===== src/rtl/vga_pattern_sequencer_pkg.sv =====
// Shared definitions for the VGA test-pattern path.
//   - sequencer FSM state encodings (2-bit, legacy-compatible constants)
//   - 640x480@60 timing constants shared with the timing generator
//   - pattern index constants understood by the pixel generator
package vga_pkg;

  typedef logic [1:0] seq_state_t;

  localparam seq_state_t S_RUN   = 2'd0;
  localparam seq_state_t S_PEND  = 2'd1;
  localparam seq_state_t S_BLANK = 2'd2;

  localparam int unsigned H_VISIBLE = 640;
  localparam int unsigned H_FRONT   = 16;
  localparam int unsigned H_SYNC    = 96;
  localparam int unsigned H_BACK    = 48;
  localparam int unsigned H_TOTAL   = H_VISIBLE + H_FRONT + H_SYNC + H_BACK;
  localparam int unsigned V_VISIBLE = 480;
  localparam int unsigned V_FRONT   = 10;
  localparam int unsigned V_SYNC    = 2;
  localparam int unsigned V_BACK    = 33;
  localparam int unsigned V_TOTAL   = V_VISIBLE + V_FRONT + V_SYNC + V_BACK;

  localparam int unsigned PAT_COLOR_BAR = 0;
  localparam int unsigned PAT_GRAY_RAMP = 1;
  localparam int unsigned PAT_CHECKER   = 2;
  localparam int unsigned PAT_GRID      = 3;
  localparam int unsigned PAT_RED       = 4;
  localparam int unsigned PAT_GREEN     = 5;
  localparam int unsigned PAT_BLUE      = 6;
  localparam int unsigned PAT_WHITE     = 7;

endpackage


===== src/rtl/vga_pattern_sequencer_if.sv =====
// Link between the sequencer and the timing/pixel generator.
//   I_frame_start  : 1-cycle pulse from the timing generator at h=v=0
//   O_pattern_sel  : current pattern index
//   O_blank_req    : pixel generator must output black
//   O_mode_auto    : auto-advance mode active
//   O_busy         : a pattern switch is pending or blanking
// master = timing/pixel side, slave = sequencer.
interface vga_pattern_sequencer_if #(
  parameter int PAT_W = 3
) ();
  logic             I_frame_start;
  logic [PAT_W-1:0] O_pattern_sel;
  logic             O_blank_req;
  logic             O_mode_auto;
  logic             O_busy;

  modport master (
    output I_frame_start,
    input  O_pattern_sel, O_blank_req, O_mode_auto, O_busy
  );

  modport slave (
    input  I_frame_start,
    output O_pattern_sel, O_blank_req, O_mode_auto, O_busy
  );
endinterface


===== src/rtl/vga_pattern_sequencer_btn_debounce.sv =====
// Button conditioner: 2-flop synchroniser followed by a debouncer.
//   I_clk, I_rst_n : clock, async active-low reset
//   I_btn          : raw asynchronous bouncing button
//   O_level        : debounced level
//   O_rise         : 1-cycle pulse on a 0->1 change of O_level
// The level follows the synchronised input after DEBOUNCE_CYCLES
// consecutive samples that differ from the current level.
module btn_debounce #(
  parameter int DEBOUNCE_CYCLES = 1000000
) (
  input  logic I_clk,
  input  logic I_rst_n,
  input  logic I_btn,
  output logic O_level,
  output logic O_rise
);
  localparam int CW = (DEBOUNCE_CYCLES > 1) ? $clog2(DEBOUNCE_CYCLES) : 1;

  logic [1:0]    sync;
  logic [CW-1:0] cnt;

  always_ff @(posedge I_clk or negedge I_rst_n) begin
    if (!I_rst_n) begin
      sync    <= '0;
      cnt     <= '0;
      O_level <= 1'b0;
      O_rise  <= 1'b0;
    end else begin
      sync   <= {sync[0], I_btn};
      O_rise <= 1'b0;
      if (sync[1] != O_level) begin
        if (cnt == CW'(DEBOUNCE_CYCLES - 1)) begin
          O_level <= sync[1];
          O_rise  <= sync[1];
          cnt     <= '0;
        end else begin
          cnt <= cnt + CW'(1);
        end
      end else begin
        // A sample matching the accepted level restarts the run.
        cnt <= '0;
      end
    end
  end
endmodule


===== src/rtl/vga_pattern_sequencer.sv =====
// Test-pattern sequencer: chooses the pattern index for the pixel
// generator and switches it only on frame boundaries.
//   I_clk, I_rst_n : 50 MHz clock, async active-low reset
//   I_btn_next     : raw button, advance pattern (manual)
//   I_btn_mode     : raw button, toggle manual/auto
//   vid            : frame_start in; pattern_sel/blank_req/mode_auto/busy out
// Auto mode advances every AUTO_FRAMES frames spent in S_RUN. A switch
// waits for the next frame start, then optionally blanks BLANK_FRAMES
// frames before the index increments. Requests while busy are dropped.
module vga_pattern_sequencer
  import vga_pkg::*;
#(
  parameter int NUM_PATTERNS    = 8,
  parameter int PAT_W           = 3,
  parameter int DEBOUNCE_CYCLES = 1000000,
  parameter int AUTO_FRAMES     = 120,
  parameter int BLANK_FRAMES    = 2
) (
  input  logic                    I_clk,
  input  logic                    I_rst_n,
  input  logic                    I_btn_next,
  input  logic                    I_btn_mode,
  vga_pattern_sequencer_if.slave  vid
);
  localparam int AW = (AUTO_FRAMES > 1) ? $clog2(AUTO_FRAMES) : 1;
  localparam int BW = (BLANK_FRAMES > 0) ? $clog2(BLANK_FRAMES + 1) : 1;

  seq_state_t    state, state_nxt;
  logic [AW-1:0] auto_cnt;
  logic [BW-1:0] blank_cnt;
  logic          next_pulse, mode_pulse;
  logic          next_level, mode_level;
  logic          in_run, auto_req, req, pat_inc;

  btn_debounce #(.DEBOUNCE_CYCLES(DEBOUNCE_CYCLES)) u_next (
    .I_clk   (I_clk),
    .I_rst_n (I_rst_n),
    .I_btn   (I_btn_next),
    .O_level (next_level),
    .O_rise  (next_pulse)
  );

  btn_debounce #(.DEBOUNCE_CYCLES(DEBOUNCE_CYCLES)) u_mode (
    .I_clk   (I_clk),
    .I_rst_n (I_rst_n),
    .I_btn   (I_btn_mode),
    .O_level (mode_level),
    .O_rise  (mode_pulse)
  );

  always_comb begin
    in_run    = (state == S_RUN);
    auto_req  = vid.O_mode_auto && in_run && vid.I_frame_start &&
                (auto_cnt == AW'(AUTO_FRAMES - 1));
    req       = next_pulse | auto_req;
    state_nxt = state;
    pat_inc   = 1'b0;
    case (state)
      S_RUN: begin
        if (req) state_nxt = S_PEND;
      end
      S_PEND: begin
        if (vid.I_frame_start) begin
          if (BLANK_FRAMES == 0) begin
            pat_inc   = 1'b1;
            state_nxt = S_RUN;
          end else begin
            state_nxt = S_BLANK;
          end
        end
      end
      S_BLANK: begin
        if (vid.I_frame_start && blank_cnt == BW'(1)) begin
          pat_inc   = 1'b1;
          state_nxt = S_RUN;
        end
      end
      default: state_nxt = S_RUN;
    endcase
  end

  always_ff @(posedge I_clk or negedge I_rst_n) begin
    if (!I_rst_n) begin
      state             <= S_RUN;
      blank_cnt         <= '0;
      auto_cnt          <= '0;
      vid.O_pattern_sel <= '0;
      vid.O_blank_req   <= 1'b0;
      vid.O_mode_auto   <= 1'b0;
      vid.O_busy        <= 1'b0;
    end else begin
      state           <= state_nxt;
      vid.O_busy      <= (state_nxt != S_RUN);
      // Blanking is exactly the time spent in S_BLANK, registered.
      vid.O_blank_req <= (state_nxt == S_BLANK);
      vid.O_mode_auto <= vid.O_mode_auto ^ mode_pulse;

      if (state == S_PEND && vid.I_frame_start)
        blank_cnt <= BW'(BLANK_FRAMES);
      else if (state == S_BLANK && vid.I_frame_start)
        blank_cnt <= blank_cnt - BW'(1);

      if (pat_inc) begin
        if (vid.O_pattern_sel == PAT_W'(NUM_PATTERNS - 1))
          vid.O_pattern_sel <= '0;
        else
          vid.O_pattern_sel <= vid.O_pattern_sel + PAT_W'(1);
      end

      // Mode toggle and an accepted manual advance both restart the count.
      if (mode_pulse || (next_pulse && in_run))
        auto_cnt <= '0;
      else if (vid.O_mode_auto && in_run && vid.I_frame_start)
        auto_cnt <= auto_req ? '0 : auto_cnt + AW'(1);
    end
  end
endmodule

===== src/flat_wrapper.sv =====
// flat-port wrapper written by rule: the top's interface ports become plain ports
module vga_pattern_sequencer_flat import vga_pkg::*;
#(
  parameter int NUM_PATTERNS    = 8,
  parameter int PAT_W           = 3,
  parameter int DEBOUNCE_CYCLES = 1000000,
  parameter int AUTO_FRAMES     = 120,
  parameter int BLANK_FRAMES    = 2
)
  (I_clk, I_rst_n, I_btn_next, I_btn_mode, vid_I_frame_start, vid_O_pattern_sel, vid_O_blank_req, vid_O_mode_auto, vid_O_busy);
  vga_pattern_sequencer_if #(.PAT_W(PAT_W)) vid_i ();
  input  logic I_clk;
  input  logic I_rst_n;
  input  logic I_btn_next;
  input  logic I_btn_mode;
  input wire logic [$bits(vid_i.I_frame_start)-1:0] vid_I_frame_start;
  output wire logic [$bits(vid_i.O_pattern_sel)-1:0] vid_O_pattern_sel;
  output wire logic [$bits(vid_i.O_blank_req)-1:0] vid_O_blank_req;
  output wire logic [$bits(vid_i.O_mode_auto)-1:0] vid_O_mode_auto;
  output wire logic [$bits(vid_i.O_busy)-1:0] vid_O_busy;
  assign vid_i.I_frame_start = vid_I_frame_start;
  assign vid_O_pattern_sel = vid_i.O_pattern_sel;
  assign vid_O_blank_req = vid_i.O_blank_req;
  assign vid_O_mode_auto = vid_i.O_mode_auto;
  assign vid_O_busy = vid_i.O_busy;
  vga_pattern_sequencer #(.NUM_PATTERNS(NUM_PATTERNS), .PAT_W(PAT_W), .DEBOUNCE_CYCLES(DEBOUNCE_CYCLES), .AUTO_FRAMES(AUTO_FRAMES), .BLANK_FRAMES(BLANK_FRAMES)) u_core (.I_clk(I_clk), .I_rst_n(I_rst_n), .I_btn_next(I_btn_next), .I_btn_mode(I_btn_mode), .vid(vid_i));
endmodule

===== config.mk =====
export PLATFORM = sky130hd
export DESIGN_NAME = vga_pattern_sequencer_flat
export DESIGN_NICKNAME = d
export VERILOG_FILES = /design/src/rtl/vga_pattern_sequencer_pkg.sv /design/src/rtl/vga_pattern_sequencer_if.sv /design/src/rtl/vga_pattern_sequencer_btn_debounce.sv /design/src/rtl/vga_pattern_sequencer.sv /design/src/flat_wrapper.sv
export SDC_FILE = /design/constraint.sdc
export NUM_CORES = 1
export LEC_CHECK = 0
export CAP_MARGIN = 5
export CORE_MARGIN = 3
export CORE_UTILIZATION = 60
export CTS_CLUSTER_DIAMETER = 60
export DETAILED_ROUTE_END_ITERATION = 12
export GPL_TIMING_DRIVEN = 0
export PLACE_DENSITY_LB_ADDON = 0.25
export SLEW_MARGIN = 10
export SYNTH_ARGS = -nofsm -noshare
export SYNTH_HDL_FRONTEND = slang
export SYNTH_SLANG_ARGS = --single-unit

===== constraint.sdc =====
create_clock -name I_clk -period 2.9 [get_ports I_clk]
set_clock_uncertainty 0.15 [all_clocks]
set_input_delay 0.58 -clock I_clk [delete_from_list [all_inputs] [get_ports I_clk]]
set_output_delay 0.58 -clock I_clk [all_outputs]
set_load 0.005 [all_outputs]

==> key figures, run 1 <==
Yosys
  • Post-synthesis mux area share: under 10%
  • Post-synth EDFFs: 0
  • Cell Area, Synth: approximately 0.0031 sq mm
  • Compound-Gate Fraction of Synth Area: 9.42%
  • Ys async rst share: between 90% and 100%
  • Post-Synthesis Cells: 310
  • Synthesized flop and latch total: between 60 and 70
  • Xor and xnor fraction of the mapped netlist area: 7.89%
  • Average size of a mapped cell: 10.0 sq um
  • Synth area leader: dfrtp_1
  • Largest family of logic cells by synthesized area: simple AND/OR/NAND/NOR gates
  • Synthesized Nets: 321
  • Simple-gate share of the synthesized area: 23.8%
  • Yosys cell types: 44
  • Seq/Total Area, Yosys: between 50% and 60%
  • Area share of the largest cell type after synthesis: 52.4%
  • Post-synth top flop: dfrtp_1
  • Area contributors post-synth: dfrtp_1 (52%), xnor2_1 (5.4%), nor2_1 (4.3%)
  • Adder-cell share of the synthesized area: around 2.4%
  • YS warnings: 0

Route
  • # DRC: 0
  • Routed Antenna Nets: 0
  • DR WL/cell: about 14 um
  • Drt first pass iters: 4
  • Vias per cell: 5.75
  • Routed wire length: 5490 um
  • Vias: 2311
  • Initial DRC Count: 111

Setup path
  • Reg-to-reg endpoint: u_core.u_mode.cnt[18]
  • Worst r2r src: u_core.u_mode.cnt[0]
  • Crit path required time: 3020 ps
  • Arrival time at the worst endpoint: 2380 ps
  • Crit Path Max Fanout: 7
  • Reg2reg path depth: 6
  • R2R setup slack: 640 ps
  • Critical path type: flop to flop
  • Crit end category: flop
  • Crit path launch type: flop

Pwr
  • Gate power share: 6.5%
  • Seq pwr share: between 50% and 60%
  • Switching share of total power: 22.1%
  • Static Leak: 1.48 nW
  • Worst IR Drop VDD: 0.305 mV
  • Internal power: 1.43 mW
  • Psw: 0.405 mW
  • Clock network power share: roughly two fifths
  • Power density over the cells: between 500 and 600 mW/mm^2

Timing
  • Slew Limit Fails: 0
  • Final hold violations: 0
  • # setup viols final: 0
  • Top achievable clock speed: 0.442 GHz
  • Period utilisation layout: 78.0%
  • Worst-Margin Slew: 789 ps
  • Tmin final: roughly 2300 ps
  • PnR worst setup slack: 639 ps
  • Slew margin rel.: 47.4%
  • RSZ-0062 raised after global routing: false
  • Final Hold Slack: 178 ps

Floorplanning
  • Number of placement rows: 25
  • Die Y: 78.0 um
  • DIE AREA: 0.00608 sq mm
  • Initial core utilization: about 64%
  • Core box area: between 0.004 and 0.005 sq mm
  • IO Count: 11
  • Die X-Extent: 78.0 um

Placement
  • Port Buf Inserts: 10
  • Dpl ws: 399 ps
  • GP Congestion: approximately 0.83
  • Placed Cells: 387
  • Detailed placement HPWL: 3550 um
  • Placed inst area: 0.00329 sq mm

Min path
  • Worst hold path class: input pin to asynchronous set/reset pin

Run
  • Max_cap viols: 0

Cells and area
  • N_diodes: 0
  • Register Area: 0.00163 sq mm
  • Final Cell Area: 0.00348 sq mm
  • Fillers: 373
  • Final core occ: 71.8%
  • Area occupied by multi-input gates: 0.00141 sq mm
  • Area grow syn2layout: 12.1%
  • Final net count: 342
  • Layout cell share with drive strength beyond 1: 8.36%
  • Final Instance Count excl. Fillers: 402

Clock network
  • Maximum clock path buffer count: 2
  • Clk root buf: clkbuf_8
  • Num CTS Buffers: 9
  • Clock transition at path regs: 70 ps
  • Sink Count: 65
  • Post-CTS Setup Inserts: 0
  • CTS HTree Levels: 3
  • Clock Latency Late Sink: 340 ps
  • Post-CTS Hold Fix Bufs: 0
  • TritonCTS clock tree: done
  • PostCTS Resize Cnt: 0

Global routing
  • Met3 Resource Use GR: 5.10%
  • Grt peak-use layer: met2
  • Grt met2 use: between 30% and 40%
  • First-pass GRT wire length: 9740 um
  • Overall routing resource usage: about a fifth
  • Largest net degree at the start of global routing: 66
  • Remaining Overflow, GRT: 0
  • GRT met1 Usage: 25.6%
  • Vias in the first global route: 2236
  • Antenna violations before repair: 0

Outcome
  • Status: complete, no violations
[sequential cells by signal (all words and copies together), names as in the netlist, 2 cells and up]
| signal | count |
|---|---|
| u_core.u_next.sync | 2 |
| u_core.vid.O_pattern_sel | 3 |
| u_core.state | 2 |
| u_core.u_mode.cnt | 20 |
| u_core.u_mode.sync | 2 |
| u_core.u_next.cnt | 20 |
| u_core.blank_cnt | 2 |
| u_core.auto_cnt | 7 |
[stage by stage]
step / setup TNS, ps / total power [mW]
floorplan: 0 / 1.02
global placement: -60630 / 1.09
detailed placement: 0 / 1.09
CTS: 0 / 1.85
global route: 0 / 1.91
finish: 0 / 1.83
[cell usage after synthesis (2+ instances only)]
library cell and number:
nand4b_1 2, nor4_1 6, xor2_1 9, o31ai_1 7, clkbuf_1 7, nor2b_1 2
nor3_1 9, and3_1 5, and2_1 2, inv_1 11, a21oi_1 16, nand2b_1 2
or3_2 2, ha_1 6, nand2_1 23, a21o_1 3, o21ai_0 12, dfrtp_1 65
nand3_2 2, nor4b_1 2, or4_1 8, nor2_1 36, or3_1 7, nand3_1 16
mux2_2 3, xnor2_1 19, mux2i_1 2, and4_1 2, nand4_1 7, o22ai_1 3
[per-layer routing]
layer	part of all wire (%)	up-vias
li1	-	1153
met1	49	1120
met2	46	29
met3	2.9	9
met4	2.0	0
met5	0	-
[layout by cell type (no fill, tap or decap), drive strengths merged, types with 3 or more instances in the layout]
| cell type | Yosys | routed |
|---|---|---|
| a21o | 3 | 3 |
| a21oi | 16 | 16 |
| and3 | 6 | 6 |
| clkbuf | 7 | 19 |
| clkdlybuf4s50 | 0 | 9 |
| dfrtp | 65 | 65 |
| ha | 6 | 6 |
| inv | 11 | 11 |
| mux2 | 3 | 3 |
| nand2 | 23 | 23 |
| nand3 | 18 | 18 |
| nand4 | 8 | 8 |
| nor2 | 36 | 36 |
| nor3 | 9 | 9 |
| nor4 | 6 | 6 |
| o21ai | 12 | 12 |
| o22ai | 3 | 3 |
| o31ai | 7 | 7 |
| or3 | 9 | 9 |
| or4 | 8 | 8 |
| xnor2 | 19 | 19 |
| xor2 | 9 | 9 |
[layout make-up]
type / instances / share of cell area [%]
buffer: 8 / 0.898
clock buffer: 12 / 4.45
clock inverter: 3 / 1.15
inverter: 11 / 1.19
multi-input combinational: 226 / 40.4
sequential: 65 / 46.7
tap: 67 / 2.41
timing repair buffer: 10 / 2.80
[worst max path at each step]
stage                    startpoint               endpoint
2_1_floorplan  u_core.u_mode.cnt[0]  u_core.u_mode.cnt[18]
3_3_place_gp                I_rst_n   u_core.u_next.cnt[1]
3_5_place_dp      vid_I_frame_start     u_core.auto_cnt[1]
4_1_cts        u_core.u_mode.cnt[0]  u_core.u_mode.cnt[14]
5_1_grt        u_core.u_mode.cnt[0]  u_core.u_mode.cnt[18]
6_report       u_core.u_mode.cnt[0]  u_core.u_mode.cnt[18]
[cell families (layout without fill, tap and decap cells)]
logic type               after synthesis  in the layout
AO/OA/AOI/OAI                         48             48
XOR/XNOR                              28             28
multiplexers                           5              5
flip-flops                            65             65
buffers and inverters                 19             44
adder cells (fa/ha/maj)                6              6
AND/OR/NAND/NOR                      139            139
[critical path: stages, from the launching register on]
cell and delay (ps):
dfrtp_1 390, ha_1 230, nand3_2 110, or4_1 510, buf_2 170, or4_1 470, a21oi_1 150
[power groups by stage]
stage | Combinational (mW) | Clock, mW | Sequential [mW]
after detailed placement | 0.119 | 0 | 0.975
final | 0.118 | 0.756 | 0.957
after global placement | 0.115 | 0 | 0.973
after CTS | 0.121 | 0.768 | 0.958
after floorplan | 0.0526 | 0 | 0.972
after global routing | 0.135 | 0.814 | 0.962
No activity file was read; power rests on OpenSTA's default activity.
==> run 2, diff against run 1 <==
--- a/config.mk
+++ b/config.mk
@@ -7,7 +7,7 @@
 export LEC_CHECK = 0
 export CAP_MARGIN = 5
 export CORE_MARGIN = 3
-export CORE_UTILIZATION = 60
+export CORE_UTILIZATION = 54
 export CTS_CLUSTER_DIAMETER = 60
 export DETAILED_ROUTE_END_ITERATION = 12
 export GPL_TIMING_DRIVEN = 0
==> constraint.sdc (replaced) <==
create_clock -name I_clk -period 1.86 [get_ports I_clk]
set_clock_uncertainty 0.15 [all_clocks]
set_input_delay 0.372 -clock I_clk [delete_from_list [all_inputs] [get_ports I_clk]]
set_output_delay 0.372 -clock I_clk [all_outputs]
set_load 0.005 [all_outputs]
==> run 2 against run 1 <==
Against the previous run:
- the flow now finishes with violations (negative setup slack)
- setup slack got worse by 800 ps
- cell count increased by 9.5%
- clock power increased by 42%
- wire length increased by 24%
- critical path depth decreased by 1
- power increased by 53%
- utilization increased by 2.8 points
- non-clock buffer count increased by 34
- sequential share of layout area decreased by 5.6 points
- global-route usage increased by 0.34 points
- register-to-register slack got worse by 800 ps
- sequential power increased by 56%
- highest routed layer unchanged
==> key figures, run 2 (synthesis gave the netlist of run 1 again) <==
Setup path
  • Critical path type: flop to flop
  • Critical Path Start: u_core.u_mode.cnt[0]
  • Crit Path Max Fanout: 5 (-2)
  • Reg2reg path depth: 5 (-1)
  • R2R setup slack: -170 ps (-800 ps)
  • Worst r2r src: u_core.u_mode.cnt[0]
  • Reg-to-reg endpoint: u_core.u_mode.cnt[18]
  • Crit end category: flop
  • Crit path required time: 1980 ps (-1040 ps)
  • Critical Path Sink: u_core.u_mode.cnt[18]
  • Arrival time at the worst endpoint: 2140 ps (-240 ps)
  • Crit path launch type: flop

Cells and area
  • Final Cell Area: 0.00399 sq mm (+14%)
  • Layout cell share with drive strength beyond 1: 29.5% (+21 points)
  • N_diodes: 0 (unchanged)
  • Final net count: 376 (+9.9%)
  • Commonest non-fill, non-tap cell in the layout: dfrtp_1
  • Most frequent cells in the layout: dfrtp_1 (55), buf_4 (34), nor2_1 (25)
  • Top Registers: u_core.u_mode.cnt x20, u_core.u_next.cnt x20, u_core.auto_cnt x7
  • Final Instance Count excl. Fillers: 440 (+9.5%)
  • Area grow syn2layout: 28.3%
  • Final core occ: 74.7% (+2.8 points)

Clock network
  • TritonCTS clock tree: done
  • Clk root buf: clkbuf_8
  • Maximum clock path buffer count: 2 (unchanged)
  • Num CTS Buffers: 9 (unchanged)
  • CTS HTree Levels: 3 (unchanged)
  • Clock transition at path regs: 70 ps (about the same)
  • Sink Count: 65 (unchanged)
  • Clock Latency Late Sink: 340 ps (about the same)

Floorplanning
  • Number of placement rows: 26 (+4.0%)
  • Initial core utilization: 58.2% (-5.8 points)
  • Die Y: 81.9 um (+5.0%)
  • Die X-Extent: 81.9 um (+5.0%)
  • IO Count: 11 (unchanged)
  • DIE AREA: 0.00670 sq mm (+10%)
  • Core box area: 0.00534 sq mm (+10%)

Timing
  • Final Hold Slack: 210 ps (+32.0 ps)
  • Tmin final: 2030 ps (-236 ps)
  • Period utilisation layout: 109% (+31 points)
  • Worst-Margin Slew: 793 ps (+4.02 ps)
  • Slew margin rel.: 47.2% (-0.27 points)
  • PnR worst setup slack: -165 ps (-804 ps)
  • Slew Limit Fails: 0 (unchanged)
  • Final hold violations: 0 (unchanged)
  • # setup viols final: 41 (+41)
  • RSZ-0062 raised after global routing: true
  • Top achievable clock speed: 0.494 GHz (+12%)
  • Setup tns final: -2900 ps (-2900 ps)

Outcome
  • Status: complete, but fails checks
  • Failing checks: negative setup slack

Min path
  • Worst hold path class: flop to flop
  • Hold Path Stages: 0

Route
  • DRT met1 WL: 2960 um (+9.6%)
  • Vias per cell: 5.81 (+1.0%)
  • Routed Antenna Nets: 0 (unchanged)
  • Routed wl met2: 3390 um (+35%)
  • Drt first pass iters: 4 (unchanged)
  • DR WL/cell: 15.5 um (+13%)
  • WL met3: 304 um (+89%)
  • Initial DRC Count: 234 (+110%)
  • Routed wire length: 6810 um (+24%)
  • Top Layer Used: met4
  • # DRC: 0 (unchanged)
  • Vias: 2556 (+11%)

Placement
  • Port Buf Inserts: 10 (unchanged)
  • GP Congestion: 0.722 (-13%)
  • Placed Cells: 390 (+0.78%)
  • Detailed placement HPWL: 3640 um (+2.6%)
  • Placed inst area: 0.00330 sq mm (+0.46%)
  • Dpl ws: -409 ps (-808 ps)

Run
  • Max_cap viols: 0 (unchanged)

Pwr
  • Static Leak: 1.72 nW (+17%)
  • Worst IR Drop VDD: 0.443 mV (+45%)
  • Power density over the cells: 701 mW/mm^2 (+33%)
  • Total Power: 2.79 mW (+53%)

Global routing
  • First-pass GRT wire length: 10600 um (+8.9%)
  • Largest net degree at the start of global routing: 66 (unchanged)
  • Antenna violations before repair: 0 (unchanged)
  • Vias in the first global route: 2426 (+8.5%)
  • Remaining Overflow, GRT: 0 (unchanged)
  • Overall routing resource usage: 20.6% (+0.34 points)
-- run 2: cell count changes in the layout (fill, tap and decap cells not counted), moves of 10 or more --
| cell | change |
|---|---|
| buf_4 | +33 |
| dfrtp_1 | -10 |
| dfrtp_2 | +10 |
| nor2_1 | -11 |
| nor2_2 | +11 |
-- run 2: cell type report --
class,count,area (sq um)
well taps,70,87.6
clock inverters,3,15.0
plain buffers,7,65.1
repair buffers,45,369
inverters,11,41.3
flip-flops and latches,65,1640
fillers,340,1350
clock buffers,13,159
multi-input cells,226,1610
-- run 2: worst min-delay path by stage --
stage | start | endpoint | slack (ps)
6_report | u_core.u_next.sync[0] | u_core.u_next.sync[1] | 210
3_5_place_dp | u_core.u_next.sync[0] | u_core.u_next.sync[1] | 200
3_3_place_gp | u_core.u_next.sync[0] | u_core.u_next.sync[1] | 190
4_1_cts | u_core.u_next.sync[0] | u_core.u_next.sync[1] | 210
2_1_floorplan | I_rst_n | u_core.auto_cnt[0] | -70
5_1_grt | u_core.u_next.sync[0] | u_core.u_next.sync[1] | 210
-- run 2: routing by layer --
layer  GRT usage, %  vias to the layer above
met5              0                        -
met4           11.5                        0
met3           3.62                       21
met2           33.5                       62
met1           26.1                     1251
li1               -                     1222
-- run 2: timing repair --
item | CTS | global route
hold buffers | 1 | 0
cloned | 1 | 0
resized for setup | 28 | 46
hold endpoints to repair | 4 | 0
setup buffers | 21 | 12
setup endpoints to repair | 45 | 44
pin swaps | 6 | 9
-- run 2: worst max-delay path: stages (launching register included) --
cell and delay [ps]:
dfrtp_1 360, ha_2 190, nand3_2 70, or4_4 540, or4_1 480, a21oi_1 150
-- run 2: power by group --
part	internal (mW)	switching, mW	total, mW
clock	0.551	0.522	1.07
combinational	0.118	0.110	0.228
sequential	1.46	0.0377	1.49
==> run 3, diff against run 2 <==
--- a/config.mk
+++ b/config.mk
@@ -10,6 +10,7 @@
 export CORE_UTILIZATION = 54
 export CTS_CLUSTER_DIAMETER = 60
 export DETAILED_ROUTE_END_ITERATION = 12
+export GPL_ROUTABILITY_DRIVEN = 1
 export GPL_TIMING_DRIVEN = 0
 export PLACE_DENSITY_LB_ADDON = 0.25
 export SLEW_MARGIN = 10
==> results of run 3 <==
Same layout as run 2: the final DEF is identical, and so are final timing and power.
